### src/rtl/uart_rx_if.sv
// Serial line and parallel result signals between the UART receiver and its user.
// The master side drives the line; the slave side is the receiver.
interface uart_rx_if #(
    parameter int DATA_FRAME = 8
);
    logic                  i_rx;
    logic [DATA_FRAME-1:0] o_rx_data;
    logic                  o_rx_valid;
    logic                  o_frame_err;
    logic                  o_busy;

    modport master (
        output i_rx,
        input  o_rx_data,
        input  o_rx_valid,
        input  o_frame_err,
        input  o_busy
    );

    modport slave (
        input  i_rx,
        output o_rx_data,
        output o_rx_valid,
        output o_frame_err,
        output o_busy
    );
endinterface

### src/rtl/uart_rx.sv
// Oversampling UART receiver with its own baud tick divider and 2-FF input synchroniser.
// Produces a parallel word with a 1-cycle valid strobe, or a 1-cycle frame-error strobe.
module uart_rx #(
    parameter int IN_CLK_HZ         = 50_000_000,
    parameter int DATA_FRAME        = 8,
    parameter int BAUD_RATE         = 115_200,
    parameter int OVERSAMPLING_MODE = 16,
    parameter int STOP_BIT          = 1,
    parameter bit LSB               = 1'b0
) (
    input  logic      i_clk,
    input  logic      i_rst,
    uart_rx_if.slave  bus
);
    localparam int DIV   = IN_CLK_HZ / (BAUD_RATE * OVERSAMPLING_MODE) - 1;
    localparam int DIV_W = (DIV > 0) ? $clog2(DIV + 1) : 1;
    localparam int CNT_W = $clog2(OVERSAMPLING_MODE);
    localparam int IDX_W = $clog2(DATA_FRAME + 1);

    typedef enum logic [1:0] {IDLE, START, DATA, STOP} state_t;

    state_t                state_q, state_d;
    logic [DIV_W-1:0]      div_cnt_q, div_cnt_d;
    logic [CNT_W-1:0]      cnt_q, cnt_d;
    logic [IDX_W-1:0]      idx_q, idx_d;
    logic [DATA_FRAME-1:0] shift_q, shift_d;
    logic [DATA_FRAME-1:0] rx_data_q, rx_data_d;
    logic                  err_q, err_d;
    logic                  rx_valid_q, rx_valid_d;
    logic                  frame_err_q, frame_err_d;
    logic                  sync1_q, sync1_d;
    logic                  sync2_q, sync2_d;
    logic                  prev_q, prev_d;
    logic                  tick;
    logic                  start_edge;
    logic                  err_now;

    always_comb begin
        tick       = (div_cnt_q == DIV_W'(DIV));
        div_cnt_d  = tick ? '0 : div_cnt_q + DIV_W'(1);
        sync1_d    = bus.i_rx;
        sync2_d    = sync1_q;
        prev_d     = sync2_q;
        start_edge = !sync2_q && prev_q;

        state_d     = state_q;
        cnt_d       = cnt_q;
        idx_d       = idx_q;
        shift_d     = shift_q;
        err_d       = err_q;
        err_now     = err_q;
        rx_data_d   = rx_data_q;
        rx_valid_d  = 1'b0;
        frame_err_d = 1'b0;

        case (state_q)
            IDLE: begin
                if (start_edge) begin
                    state_d = START;
                    cnt_d   = '0;
                    idx_d   = '0;
                end
            end
            START: begin
                if (tick) begin
                    if (cnt_q == CNT_W'(OVERSAMPLING_MODE / 2 - 1)) begin
                        cnt_d   = '0;
                        state_d = sync2_q ? IDLE : DATA;
                    end else begin
                        cnt_d = cnt_q + CNT_W'(1);
                    end
                end
            end
            DATA: begin
                if (tick) begin
                    if (cnt_q == CNT_W'(OVERSAMPLING_MODE - 1)) begin
                        cnt_d = '0;
                        // LSB selects whether the first bit ends up at bit 0 or at the MSB
                        if (LSB) begin
                            shift_d = {shift_q[DATA_FRAME-2:0], sync2_q};
                        end else begin
                            shift_d = {sync2_q, shift_q[DATA_FRAME-1:1]};
                        end
                        if (idx_q == IDX_W'(DATA_FRAME - 1)) begin
                            state_d = STOP;
                            idx_d   = '0;
                            err_d   = 1'b0;
                        end else begin
                            idx_d = idx_q + IDX_W'(1);
                        end
                    end else begin
                        cnt_d = cnt_q + CNT_W'(1);
                    end
                end
            end
            STOP: begin
                if (tick) begin
                    if (cnt_q == CNT_W'(OVERSAMPLING_MODE - 1)) begin
                        cnt_d   = '0;
                        err_now = err_q | !sync2_q;
                        err_d   = err_now;
                        if (idx_q == IDX_W'(STOP_BIT - 1)) begin
                            state_d = IDLE;
                            if (err_now) begin
                                frame_err_d = 1'b1;
                            end else begin
                                rx_data_d  = shift_q;
                                rx_valid_d = 1'b1;
                            end
                        end else begin
                            idx_d = idx_q + IDX_W'(1);
                        end
                    end else begin
                        cnt_d = cnt_q + CNT_W'(1);
                    end
                end
            end
            default: state_d = IDLE;
        endcase
    end

    always_ff @(posedge i_clk) begin
        if (i_rst) begin
            state_q     <= IDLE;
            div_cnt_q   <= '0;
            cnt_q       <= '0;
            idx_q       <= '0;
            shift_q     <= '0;
            err_q       <= 1'b0;
            rx_data_q   <= '0;
            rx_valid_q  <= 1'b0;
            frame_err_q <= 1'b0;
            sync1_q     <= 1'b1;
            sync2_q     <= 1'b1;
            prev_q      <= 1'b1;
        end else begin
            state_q     <= state_d;
            div_cnt_q   <= div_cnt_d;
            cnt_q       <= cnt_d;
            idx_q       <= idx_d;
            shift_q     <= shift_d;
            err_q       <= err_d;
            rx_data_q   <= rx_data_d;
            rx_valid_q  <= rx_valid_d;
            frame_err_q <= frame_err_d;
            sync1_q     <= sync1_d;
            sync2_q     <= sync2_d;
            prev_q      <= prev_d;
        end
    end

    assign bus.o_rx_data   = rx_data_q;
    assign bus.o_rx_valid  = rx_valid_q;
    assign bus.o_frame_err = frame_err_q;
    assign bus.o_busy      = (state_q != IDLE);
endmodule

### src/flat_wrapper.sv
// flat-port wrapper written by rule: the top's interface ports become plain ports
module uart_rx_flat 
#(
    parameter int IN_CLK_HZ         = 50_000_000,
    parameter int DATA_FRAME        = 8,
    parameter int BAUD_RATE         = 115_200,
    parameter int OVERSAMPLING_MODE = 16,
    parameter int STOP_BIT          = 1,
    parameter bit LSB               = 1'b0
)
  (i_clk, i_rst, bus_i_rx, bus_o_rx_data, bus_o_rx_valid, bus_o_frame_err, bus_o_busy);
  uart_rx_if #(.DATA_FRAME(DATA_FRAME)) bus_i ();
  input  logic i_clk;
  input  logic i_rst;
  input wire logic [$bits(bus_i.i_rx)-1:0] bus_i_rx;
  output wire logic [$bits(bus_i.o_rx_data)-1:0] bus_o_rx_data;
  output wire logic [$bits(bus_i.o_rx_valid)-1:0] bus_o_rx_valid;
  output wire logic [$bits(bus_i.o_frame_err)-1:0] bus_o_frame_err;
  output wire logic [$bits(bus_i.o_busy)-1:0] bus_o_busy;
  assign bus_i.i_rx = bus_i_rx;
  assign bus_o_rx_data = bus_i.o_rx_data;
  assign bus_o_rx_valid = bus_i.o_rx_valid;
  assign bus_o_frame_err = bus_i.o_frame_err;
  assign bus_o_busy = bus_i.o_busy;
  uart_rx #(.IN_CLK_HZ(IN_CLK_HZ), .DATA_FRAME(DATA_FRAME), .BAUD_RATE(BAUD_RATE), .OVERSAMPLING_MODE(OVERSAMPLING_MODE), .STOP_BIT(STOP_BIT), .LSB(LSB)) u_core (.i_clk(i_clk), .i_rst(i_rst), .bus(bus_i));
endmodule
### config.mk
export PLATFORM = sky130hd
export DESIGN_NAME = uart_rx_flat
export DESIGN_NICKNAME = d
export VERILOG_FILES = /design/src/rtl/uart_rx_if.sv /design/src/rtl/uart_rx.sv /design/src/flat_wrapper.sv
export SDC_FILE = /design/constraint.sdc
export NUM_CORES = 1
export LEC_CHECK = 0
export CORE_MARGIN = 2
export CORE_UTILIZATION = 60
export DETAILED_ROUTE_END_ITERATION = 8
export PLACE_DENSITY_LB_ADDON = 0.12
export RECOVER_POWER = 25
export SLEW_MARGIN = 20
export SYNTH_ARGS = -nofsm -noshare
export SYNTH_HDL_FRONTEND = slang
export SYNTH_SLANG_ARGS = --single-unit
### constraint.sdc
create_clock -name i_clk -period 5 [get_ports i_clk]
set_input_delay 0.75 -clock i_clk [delete_from_list [all_inputs] [get_ports i_clk]]
set_output_delay 0.75 -clock i_clk [all_outputs]
set_load 0.05 [all_outputs]
# Yosys cells after proc, flatten, opt, wreduce, memory -nomap -nowiden
# Cells that the tools add are included.
word_totals:
  regBits: 37
  input_bits: 3
classes:
  addsub: 3
  eq_ne: 18
  muxes: 32
  bitwise: 6
  reduce_logical: 16
ops:
  columns: ["operator", "count"]
  rows:
  - ["$mux 4", 11]
  - ["$pmux 4 s3", 2]
  - ["$mux 2", 10]
  - ["$ne 2x1->1 const B", 10]
  - ["$reduce_and 9->1", 1]
  - ["$add 4x1->4 const B", 2]
  - ["$eq 4x3->1 const B", 2]
  - ["$pmux 2 s4", 1]
  - ["$mux 1", 7]
  - ["$reduce_and 7->1", 1]
  - ["$reduce_and 3->1", 2]
  - ["$reduce_and 6->1", 1]
  - ["$add 5x1->5 const B", 1]
  - ["$eq 5x5->1 const B", 1]
  - ["$not 1->1", 5]
  - ["$reduce_and 5->1", 1]
  - ["$reduce_or 5->1", 1]
  - ["$eq 2x2->1 const B", 2]
  - ["$eq 4x4->1 const B", 1]
  - ["$logic_not 4->1", 1]
  - ["$reduce_bool 2->1", 2]
  - ["$reduce_or 2->1", 2]
  - ["$reduce_bool 3->1", 1]
  - ["$eq 2x1->1 const B", 1]
  - ["6 further kinds", 6]

# Logic depth before layout (Yosys ltp)
# Gate-level depths: netlist of run 1.
logic_depth:
  ltp_word: 5
  ltp_mapped: 7
  depth_no_buf: 6

# Worst setup path before layout of run 1
# OpenSTA, ideal clock, no wires.
synth_path:
  kind: "reg2out"
  start: "reg u_core.state_q[0]"
  end: "out bus_o_busy"
  t_arrival_ns: 1.133
  t_required_ns: 4.250
  slack_ns: 3.117
  path_stages_with_launch: 4
  path_buffers: 1
  cell_sequence: "dfxtp_1 clkbuf_1 nor2_1 inv_1"
synth_between:
  elab_chain_len: 1
synth_lines:
  columns: ["item", "line_no", "text"]
  rows:
  - ["start: declaration", "uart_rx.sv:22", "state_t state_q, state_d;"]
  - ["start signal: assignment", "uart_rx.sv:137", "state_q <= state_d;"]
  - ["$reduce_bool 2->1", "uart_rx.sv:155", "assign bus.o_busy = (state_q != IDLE);"]
  - ["end: declaration", "flat_wrapper.sv:19", "output wire logic [$bits(bus_i.o_busy)-1:0] bus_o_busy;"]
# No other way between the ends.

==> out/qor.csv, run 1 <==
stage,metric,value,unit
timing,worst_pin_slew,1320,ps
critical_path,crit_path_end_kind,output pin,
drt,ant_nets,0,
power_and_ir_drop,p_leak,0.699,nW
drt,drc,0,
drt,vias,1278,
synth,synth_nets,182,
timing,clock_skew,14.6,ps
power_and_ir_drop,pwr_density_cell,290,mW/mm²
place,gp_congestion,0.749,
synth,synthCells,174,
clocking,htree_num_levels,2,
timing,hold_viol_final,0,
drt,vias_per_cell,5.84,
timing,min_period_over_period,55.0,%
clocking,cts.sinks,37,
synth,syn_area,0.00164,mm²
place,place_area,0.00179,mm²
synth,synth_flop_cell,dfxtp_1,
global_route,overflow,0,
clocking,cts_inserted_buffers,5,
drt,wirelength,2930,µm
synth,yosysWarningCount,0,
critical_path,critPathSlowestCell,clkdlybuf4s50_1,
critical_path,critPathTopFamily,buffers and inverters,
power_and_ir_drop,p_sw,0.000113,W
synth,yosysTopAreaCell,dfxtp_1,
synth,synth_edf_count,0,
global_route,grt_max_degree,30,
worst_hold_path,hp-class,reg -> reg,
synth,synth_area_leaders,"dfxtp_1, mux2i_1, nor2_1",
clocking,cts_tree,done,
critical_path,reg2reg_depth,4,
power_and_ir_drop,intPower,0.000426,W
finish,nFillCells,199,
timing,fin_tns_setup,0,ps
critical_path,worstPathMaxFanout,11,
floorplanning,top_level_ports,14,
critical_path,cp_cell_sequence,nor2_1 -> inv_1 -> clkdlybuf4s50_1,
timing,period_minus_slack,2750,ps
synth,syn_area_per_cell,9.45,µm²
clocking,ctsRootBufferMaster,clkbuf_4,
floorplanning,rows,18,
power_and_ir_drop,p_sw_share,21.0,%
place,numPortBuffers,13,
power_and_ir_drop,peakVddDrop,0.000261,V
timing,rsz0062_at_grt,false,
drt,drt_iter0_markers,40,
critical_path,cp.required,4250,ps
global_route,grt_util_all_layers,19.7,%
power_and_ir_drop,finalPower,0.000539,W
critical_path,cpPeakStageDelay,800,ps
clocking,cts_buffer_depth,2,
global_route,grt_pass1_vias,1158,
critical_path,crit_arrival,2000,ps
finish,drive_gt1_share,7.41,%
synth,yosysUniqueCellTypes,42,
run_status,outcome,completed,
drt,dr.pass1.iters,4,
finish,nets,196,
critical_path,critPathKind,reg -> out,
floorplanning,fp.dieH,56.3,µm
timing,fmax,364,MHz
critical_path,worst-path-buf-inv,2,
synth,async_reset_ff_share,0,%
place,place_ws,2280,ps
floorplanning,core,0.00254,mm²
drt,post_drt_wl_per_cell,13.4,µm
power_and_ir_drop,p_seq_share,56.1,%
floorplanning,initial_core_util,64.6,%
timing,setup_violations,0,
finish,num_antenna_cells,0,
floorplanning,dieArea,0.00317,mm²
finish,syn_to_final_growth,12.9,%
clocking,cts-hold-fix-buffers,0,
critical_path,cp-start-kind,flip-flop,
critical_path,cp.depth,3,
synth,synth_seq_cells,37,
synth,synth_top_area_share,45.1,%
power_and_ir_drop,combPwrFrac,4.1,%
global_route,antenna_found_initial,0,
clocking,clock_latency,340,ps
place,dpl.hpwl,2080,µm
power_and_ir_drop,clkPwrFrac,39.8,%
synth,ys_seq_area_share,45.1,%
timing,drv_slew,0,
clocking,post_cts_resized,0,
global_route,grt_pass1_wl,4950,µm
clocking,clkTransAtPathRegs,100,ps
timing,setup_slack,2250,ps
finish,final_area,0.00186,mm²
clocking,post_cts_buffers,0,
timing,relSlewSlack,11.1,%
worst_hold_path,hold_path_depth,1,
flow_run,cap_violations,0,
critical_path,r2r_setup_slack,2410,ps
floorplanning,die_w,56.3,µm
final cells by class:
cell class / count / area [µm²] / area share (%)
multi-input cells: 122 / 825 / 44.4
flip-flops and latches: 37 / 741 / 39.9
repair buffers: 14 / 138 / 7.42
clock buffers: 7 / 55.1 / 2.97
well taps: 30 / 37.5 / 2.02
clock inverters: 1 / 30.0 / 1.62
inverters: 8 / 30.0 / 1.62
cell usage after synthesis (2+ instances only):
library cell and n:
a21oi_1 8, or2_2 3, o31ai_1 3, clkbuf_1 5
mux2i_1 20, nor2_1 27, dfxtp_1 37, nor3_1 4
nand3b_1 2, nand2_1 11, o21ai_0 3, ha_1 5
inv_1 7, nand3_1 5, and2_1 2, nor3b_1 3
a31oi_1 2, nor2b_1 3
sequential cells by signal (all words and copies together) (netlist names), named ones only:
register / cells
u_core.div_cnt_q: 5
u_core.sync1_q: 1
u_core.shift_q: 8
u_core.err_q: 1
u_core.bus.o_frame_err: 1
u_core.bus.o_rx_valid: 1
u_core.bus.o_rx_data: 8
u_core.idx_q: 4
u_core.state_q: 1
u_core.prev_q: 1
u_core.cnt_q: 4
u_core.prev_d: 1
routing by layer:
metal  wire, µm  part of all wire, %  vias to the layer above  track usage (%)
met5          0                    0                        -                0
met4         33                  1.1                        0             6.12
met3        132                  4.5                        6             6.68
met2       1390                   48                       30             32.8
met1       1370                   47                      601             23.9
li1           -                    -                      641                -
power by group through the flow:
stage,registers (W),clock network [W],logic [W]
finish,0.000302,0.000215,0.0000222
global route,0.000303,0.000232,0.0000246
CTS,0.000302,0.000218,0.0000223
detailed placement,0.000309,0,0.0000222
global placement,0.000309,0,0.0000212
floorplan,0.000307,0,0.0000181
placed cells by master, fill, tap and decap left out, types with 7 or more instances in the layout:
cell type         n
a21oi_1           8
clkdlybuf4s50_1  12
dfxtp_1          37
inv_1             7
mux2i_1          20
nand2_1          11
nor2_1           27
final timing paths:
check | from | end
hold reg to reg | u_core.sync1_q | u_core.prev_d
setup / recovery | flip-flop | bus_o_busy
hold / removal | u_core.sync1_q | u_core.prev_d
setup reg to reg | flip-flop | u_core.shift_q[3]
cells by family after synthesis:
logic type	Yosys count	synth area share, %
mux	20	12.2
fa+ha+maj	5	3.81
flops	37	45.1
xor+xnor	2	1.07
simple gates	69	23.4
buf+inv	15	3.73
compound gates	26	10.7
stage by stage:
| step | util [%] | hold WS, ps | instances |
|---|---|---|---|
| after floorplan | - | 389 | 174 |
| after global placement | 70.3 | 403 | 211 |
| after detailed placement | 70.3 | 404 | 211 |
| after CTS | 73.6 | 433 | 219 |
| after global routing | 72.9 | 466 | 219 |
| final | 72.9 | 428 | 219 |
Note: power is estimated with default switching activity, not from simulation.
==> run 2: changes to the inputs <==
Settings changed: CORE_UTILIZATION 60 to 50.
Clock period 5 ns to 2.45 ns, I/O delays scaled along.
==> out/qor.csv, run 2 (same netlist as run 1, synthesis figures left out) <==
stage,metric,value,unit,change
run_status,outcome,completed,,unchanged
clocking,ctsRootBufferMaster,clkbuf_4,,unchanged
global_route,grt_util_all_layers,18.2,%,was 19.7%
global_route,overflow,0,,unchanged
timing,min_period_over_period,82.9,%,
drt,vias,1250,,"was 1,278"
finish,layout_common_cells,"dfxtp_1, nor2_1, mux2i_1",,unchanged
floorplanning,rows,20,,was 18
drt,post_drt_wl_per_cell,12.5,µm,was 13.4 µm
finish,final_area,0.00188,mm²,was 0.00186 mm²
place,numPortBuffers,13,,unchanged
finish,num_antenna_cells,0,,unchanged
power_and_ir_drop,p_leak,0.722,nW,was 0.699 nW
power_and_ir_drop,peakVddDrop,0.000374,V,was 0.000261 V
timing,clock_skew,8.85,ps,was 14.6 ps
timing,relSlewSlack,20.3,%,was 11.1%
critical_path,critPathTopFamily,flip-flops,,was buffers and inverters
clocking,clkTransAtPathRegs,110,ps,was 100 ps
clocking,htree_num_levels,2,,unchanged
timing,fin_tns_setup,0,ps,unchanged
floorplanning,dieArea,0.00376,mm²,was 0.00317 mm²
drt,wirelength,2930,µm,about the same
finish,layout_commonest_cell,dfxtp_1,,unchanged
critical_path,r2r-start,u_core.cnt_q[1],,
global_route,grt_pass1_wl,4980,µm,was 4950 µm
global_route,grt_pass1_vias,1110,,"was 1,158"
timing,setup_slack,418,ps,was 2250 ps
drt,ant_nets,0,,unchanged
power_and_ir_drop,pwr_density_cell,537,mW/mm²,was 290 mW/mm²
floorplanning,fp.dieH,61.3,µm,was 56.3 µm
clocking,post_cts_buffers,0,,unchanged
timing,rsz0062_at_grt,false,,unchanged
critical_path,cp.required,2080,ps,was 4250 ps
critical_path,cp_cell_sequence,nor2_1 -> inv_1 -> dlymetal6s2s_1,,was nor2_1 -> inv_1 -> clkdlybuf4s50_1
clocking,cts.sinks,37,,unchanged
place,gp_congestion,0.770,,was 0.749
timing,hold_viol_final,0,,unchanged
critical_path,crit_path_end_kind,output pin,,unchanged
timing,fmax,492,MHz,
flow_run,cap_violations,0,,unchanged
floorplanning,initial_core_util,53.0,%,was 64.6%
critical_path,worst-path-buf-inv,2,,unchanged
place,place_ws,435,ps,was 2280 ps
floorplanning,top_level_ports,14,,unchanged
clocking,cts_inserted_buffers,5,,unchanged
drt,vias_per_cell,5.34,,was 5.84
drt,drt_iter0_markers,67,,was 40
finish,nets,197,,was 196
floorplanning,die_w,61.3,µm,was 56.3 µm
clocking,cts-hold-fix-buffers,0,,unchanged
floorplanning,core,0.00310,mm²,was 0.00254 mm²
clocking,clock_latency,340,ps,about the same
critical_path,worstPathMaxFanout,11,,unchanged
finish,post-route-util,60.5,%,was 72.9%
place,place_area,0.00181,mm²,was 0.00179 mm²
critical_path,critPathKind,reg -> out,,unchanged
worst_hold_path,min-delay-start,u_core.sync1_q,,unchanged
critical_path,critPathSlowestCell,dfxtp_1,,was clkdlybuf4s50_1
finish,syn_to_final_growth,14.2,%,was 12.9%
critical_path,cpPeakStageDelay,580,ps,was 800 ps
worst_hold_path,hp-class,reg -> reg,,unchanged
clocking,cts_tree,done,,unchanged
timing,worst_pin_slew,1200,ps,was 1320 ps
critical_path,cp-startpoint,u_core.state_q[0],,
critical_path,crit_arrival,1660,ps,was 2000 ps
power_and_ir_drop,finalPower,0.00101,W,was 0.000539 W
timing,period_minus_slack,2030,ps,
critical_path,cp-start-kind,flip-flop,,unchanged
drt,drc,0,,unchanged
clocking,cts_buffer_depth,2,,unchanged
timing,drv_slew,0,,unchanged
global_route,grt_max_degree,29,,was 30
place,dpl.hpwl,2040,µm,was 2080 µm
finish,drive_gt1_share,8.42,%,was 7.41%
timing,setup_violations,0,,unchanged
global_route,antenna_found_initial,0,,unchanged
drt,dr.pass1.iters,4,,unchanged
==> run 2: changes by cell type in the layout (fill, tap and decap cells not counted), sizes merged <==
cell           delta
bufinv            -1
dlymetal6s2s      +1
clkinv            +2
clkdlybuf4s50     -1
==> run 2: per-stage QoR <==
stage | hold slack [ps] | instances
2_1_floorplan | 389 | 174
3_3_place_gp | 403 | 226
3_5_place_dp | 397 | 226
4_1_cts | 428 | 234
5_1_grt | 448 | 234
6_report | 426 | 234
==> run 2: final cells by class <==
cell class | count | area, µm²
clock buffers | 6 | 51.3
clock inverters | 2 | 13.8
fillers | 302 | 1230
inverters | 8 | 30.0
multi-input cells | 122 | 842
flip-flops and latches | 37 | 741
well taps | 44 | 55.1
repair buffers | 15 | 144
==> run 2: per-layer routing <==
| metal | vias to the layer above | global-route usage [%] | part of all wire, % |
|---|---|---|---|
| met1 | 586 | 23.6 | 49 |
| met2 | 16 | 27.7 | 46 |
| met4 | 0 | 8.81 | 1.3 |
| met3 | 5 | 5.25 | 3.2 |
| li1 | 643 | - | - |
| met5 | - | 0 | 0 |
==> run 2: worst paths after layout <==
check	to	slack (ps)	cells after the start
setup / recovery	bus_o_busy	420	3
hold / removal	u_core.prev_d	430	1
setup reg to reg	u_core.shift_q[3]	580	5
hold reg to reg	u_core.prev_d	430	1
==> run 2: timing repair <==
item / CTS / global route
setup endpoints to repair: 0 / 1
gates resized for setup: 0 / 1
endpoints found under the hold margin: 0 / 0
==> run 2: power breakdown <==
group | total (W) | internal [W] | switching (W)
clock network | 0.000345 | 0.000140 | 0.000205
logic | 0.0000463 | 0.0000175 | 0.0000289
registers | 0.000616 | 0.000608 | 0.00000814
total | 0.00101 | 0.000766 | 0.000242
==> run 3: changes to the inputs <==
Clock period 2.45 ns to 1.81 ns, I/O delays scaled along.
==> out/qor.csv, run 3 (same netlist as run 1, synthesis figures left out) <==
stage,metric,value,unit,change
run_status,outcome,completed,,unchanged
floorplanning,core,0.00310,mm²,unchanged
place,dpl.hpwl,2270,µm,was 2040 µm
drt,drc,0,,unchanged
drt,routed.top_layer,met4,,unchanged
global_route,grt_pass1_vias,1239,,"was 1,110"
finish,final_area,0.00201,mm²,was 0.00188 mm²
critical_path,cpPeakStageDelay,790,ps,was 580 ps
power_and_ir_drop,p_sw_share,23.4,%,was 24.0%
drt,drt_iter0_markers,42,,was 67
clocking,htree_num_levels,2,,unchanged
worst_hold_path,hp-class,reg -> reg,,unchanged
global_route,overflow,0,,unchanged
power_and_ir_drop,peakVddDrop,0.000627,V,was 0.000374 V
floorplanning,initial_core_util,53.0,%,unchanged
global_route,grt_pass1_wl,5590,µm,was 4980 µm
critical_path,critPathKind,reg -> out,,unchanged
place,numPortBuffers,13,,unchanged
global_route,antenna_found_initial,0,,unchanged
drt,vias,1306,,"was 1,250"
drt,ant_nets,0,,unchanged
finish,drive_gt1_share,16.2,%,was 8.42%
timing,min_period_over_period,95.7,%,
finish,nets,205,,was 197
clocking,clock_latency,360,ps,was 340 ps
clocking,ctsRootBufferMaster,clkbuf_4,,unchanged
timing,timing.hold.ws,435,ps,was 426 ps
power_and_ir_drop,intPower,0.00108,W,was 0.000766 W
finish,num_antenna_cells,0,,unchanged
floorplanning,fp.dieH,61.3,µm,unchanged
critical_path,crit_arrival,1460,ps,was 1660 ps
clocking,cts-hold-fix-buffers,0,,unchanged
power_and_ir_drop,p_sw,0.000329,W,was 0.000242 W
timing,worst_pin_slew,507,ps,was 1200 ps
critical_path,cp.required,1540,ps,was 2080 ps
timing,relSlewSlack,66.1,%,was 20.3%
timing,setup_violations,0,,unchanged
critical_path,cp-start-kind,flip-flop,,unchanged
clocking,cts_tree,done,,unchanged
drt,vias_per_cell,5.40,,was 5.34
drt,routed-wl-met3,106,µm,was 93 µm
critical_path,cp_cell_sequence,clkdlybuf4s50_1,,was nor2_1 -> inv_1 -> dlymetal6s2s_1
power_and_ir_drop,p_leak,0.905,nW,was 0.722 nW
power_and_ir_drop,pwr_density_cell,702,mW/mm²,was 537 mW/mm²
power_and_ir_drop,combPwrFrac,5.5,%,was 4.6%
timing,period_minus_slack,1730,ps,
critical_path,critPathSlowestCell,clkdlybuf4s50_1,,was dfxtp_1
floorplanning,die_w,61.3,µm,unchanged
critical_path,critPathTopFamily,buffers and inverters,,was flip-flops
drt,post_drt_wl_per_cell,13.5,µm,was 12.5 µm
floorplanning,rows,20,,unchanged
floorplanning,top_level_ports,14,,unchanged
power_and_ir_drop,p_seq_share,59.0,%,was 61.2%
place,place_area,0.00186,mm²,was 0.00181 mm²
flow_run,cap_violations,0,,unchanged
drt,wl_met1,1630,µm,was 1440 µm
critical_path,worst-path-buf-inv,1,,was 2
finish,layout_common_cells,"dfxtp_1, nor2_1, mux2i_1",,unchanged
finish,syn_to_final_growth,22.1,%,was 14.2%
floorplanning,dieArea,0.00376,mm²,unchanged
global_route,grt_max_degree,29,,unchanged
clocking,cts.sinks,37,,unchanged
timing,fmax,577,MHz,
power_and_ir_drop,clkPwrFrac,35.5,%,was 34.2%
global_route,grt_util_all_layers,20.4,%,was 18.2%
drt,wirelength,3280,µm,was 2930 µm
clocking,clkTransAtPathRegs,110,ps,about the same
drt,dr.pass1.iters,6,,was 4
timing,drv_slew,0,,unchanged
timing,clock_skew,4.41,ps,was 8.85 ps
critical_path,crit_path_end_kind,output pin,,unchanged
drt,routed-wl-met2,1480,µm,was 1360 µm
finish,layout_commonest_cell,dfxtp_1,,unchanged
place,gp_congestion,0.835,,was 0.770
clocking,cts_inserted_buffers,5,,unchanged
finish,nFillCells,251,,was 302
critical_path,worstPathMaxFanout,1,,was 11
clocking,cts_buffer_depth,2,,unchanged
timing,hold_viol_final,0,,unchanged
run 3: repair_timing:
item                                    in CTS  in global routing
gates resized for setup                      3                 18
pin swaps                                    0                  1
endpoints found under the setup margin       3                 21
cloned                                       0                  1
setup buffers                                0                  2
run 3: worst paths after layout:
path                                        startpoint                   to  slack (ps)  cells after the start
worst min-delay path               u_core.div_cnt_q[0]  u_core.div_cnt_q[0]         440                      1
worst max-delay path            u_core.bus.o_frame_err      bus_o_frame_err          80                      1
worst max register to register     u_core.div_cnt_q[0]      u_core.idx_q[1]         120                      7
worst min register to register     u_core.div_cnt_q[0]  u_core.div_cnt_q[0]         440                      1
run 3: routing by layer:
layer / global-route usage, % / up-vias
li1: - / 657
met3: 8.19 / 5
met4: 5.47 / 0
met5: 0 / -
met2: 31.8 / 23
met1: 26.6 / 621
run 3: final cells by class:
type                    count  area [µm²]  area share, %
clock buffers               7        65.1           3.24
clock inverters             1        5.00          0.249
inverters                   8        30.0           1.50
multi-input cells         122         871           43.4
flip-flops and latches     37         743           37.0
well taps                  44        55.1           2.74
repair buffers             23         238           11.8
run 3: power groups by stage:
stage | sequential [W] | clock [W] | combinational (W)
after floorplan | 0.000848 | 0 | 0.0000499
after global placement | 0.000849 | 0 | 0.0000734
after detailed placement | 0.000850 | 0 | 0.0000757
after CTS | 0.000831 | 0.000511 | 0.0000769
after global routing | 0.000834 | 0.000545 | 0.0000847
final | 0.000832 | 0.000501 | 0.0000769
run 3: stage by stage:
| stage | cells | setup WS, ps | utilization [%] | total power [W] | setup TNS, ps |
|---|---|---|---|---|---|
| 2_1_floorplan | 174 | 200 | - | 0.000898 | 0 |
| 3_3_place_gp | 231 | 67.4 | 60.0 | 0.000923 | 0 |
| 3_5_place_dp | 231 | 45.8 | 60.0 | 0.000926 | 0 |
| 4_1_cts | 239 | 5.83 | 62.2 | 0.00142 | 0 |
| 5_1_grt | 242 | -1.62 | 64.7 | 0.00146 | -1.62 |
| 6_report | 242 | 77.5 | 64.7 | 0.00141 | 0 |
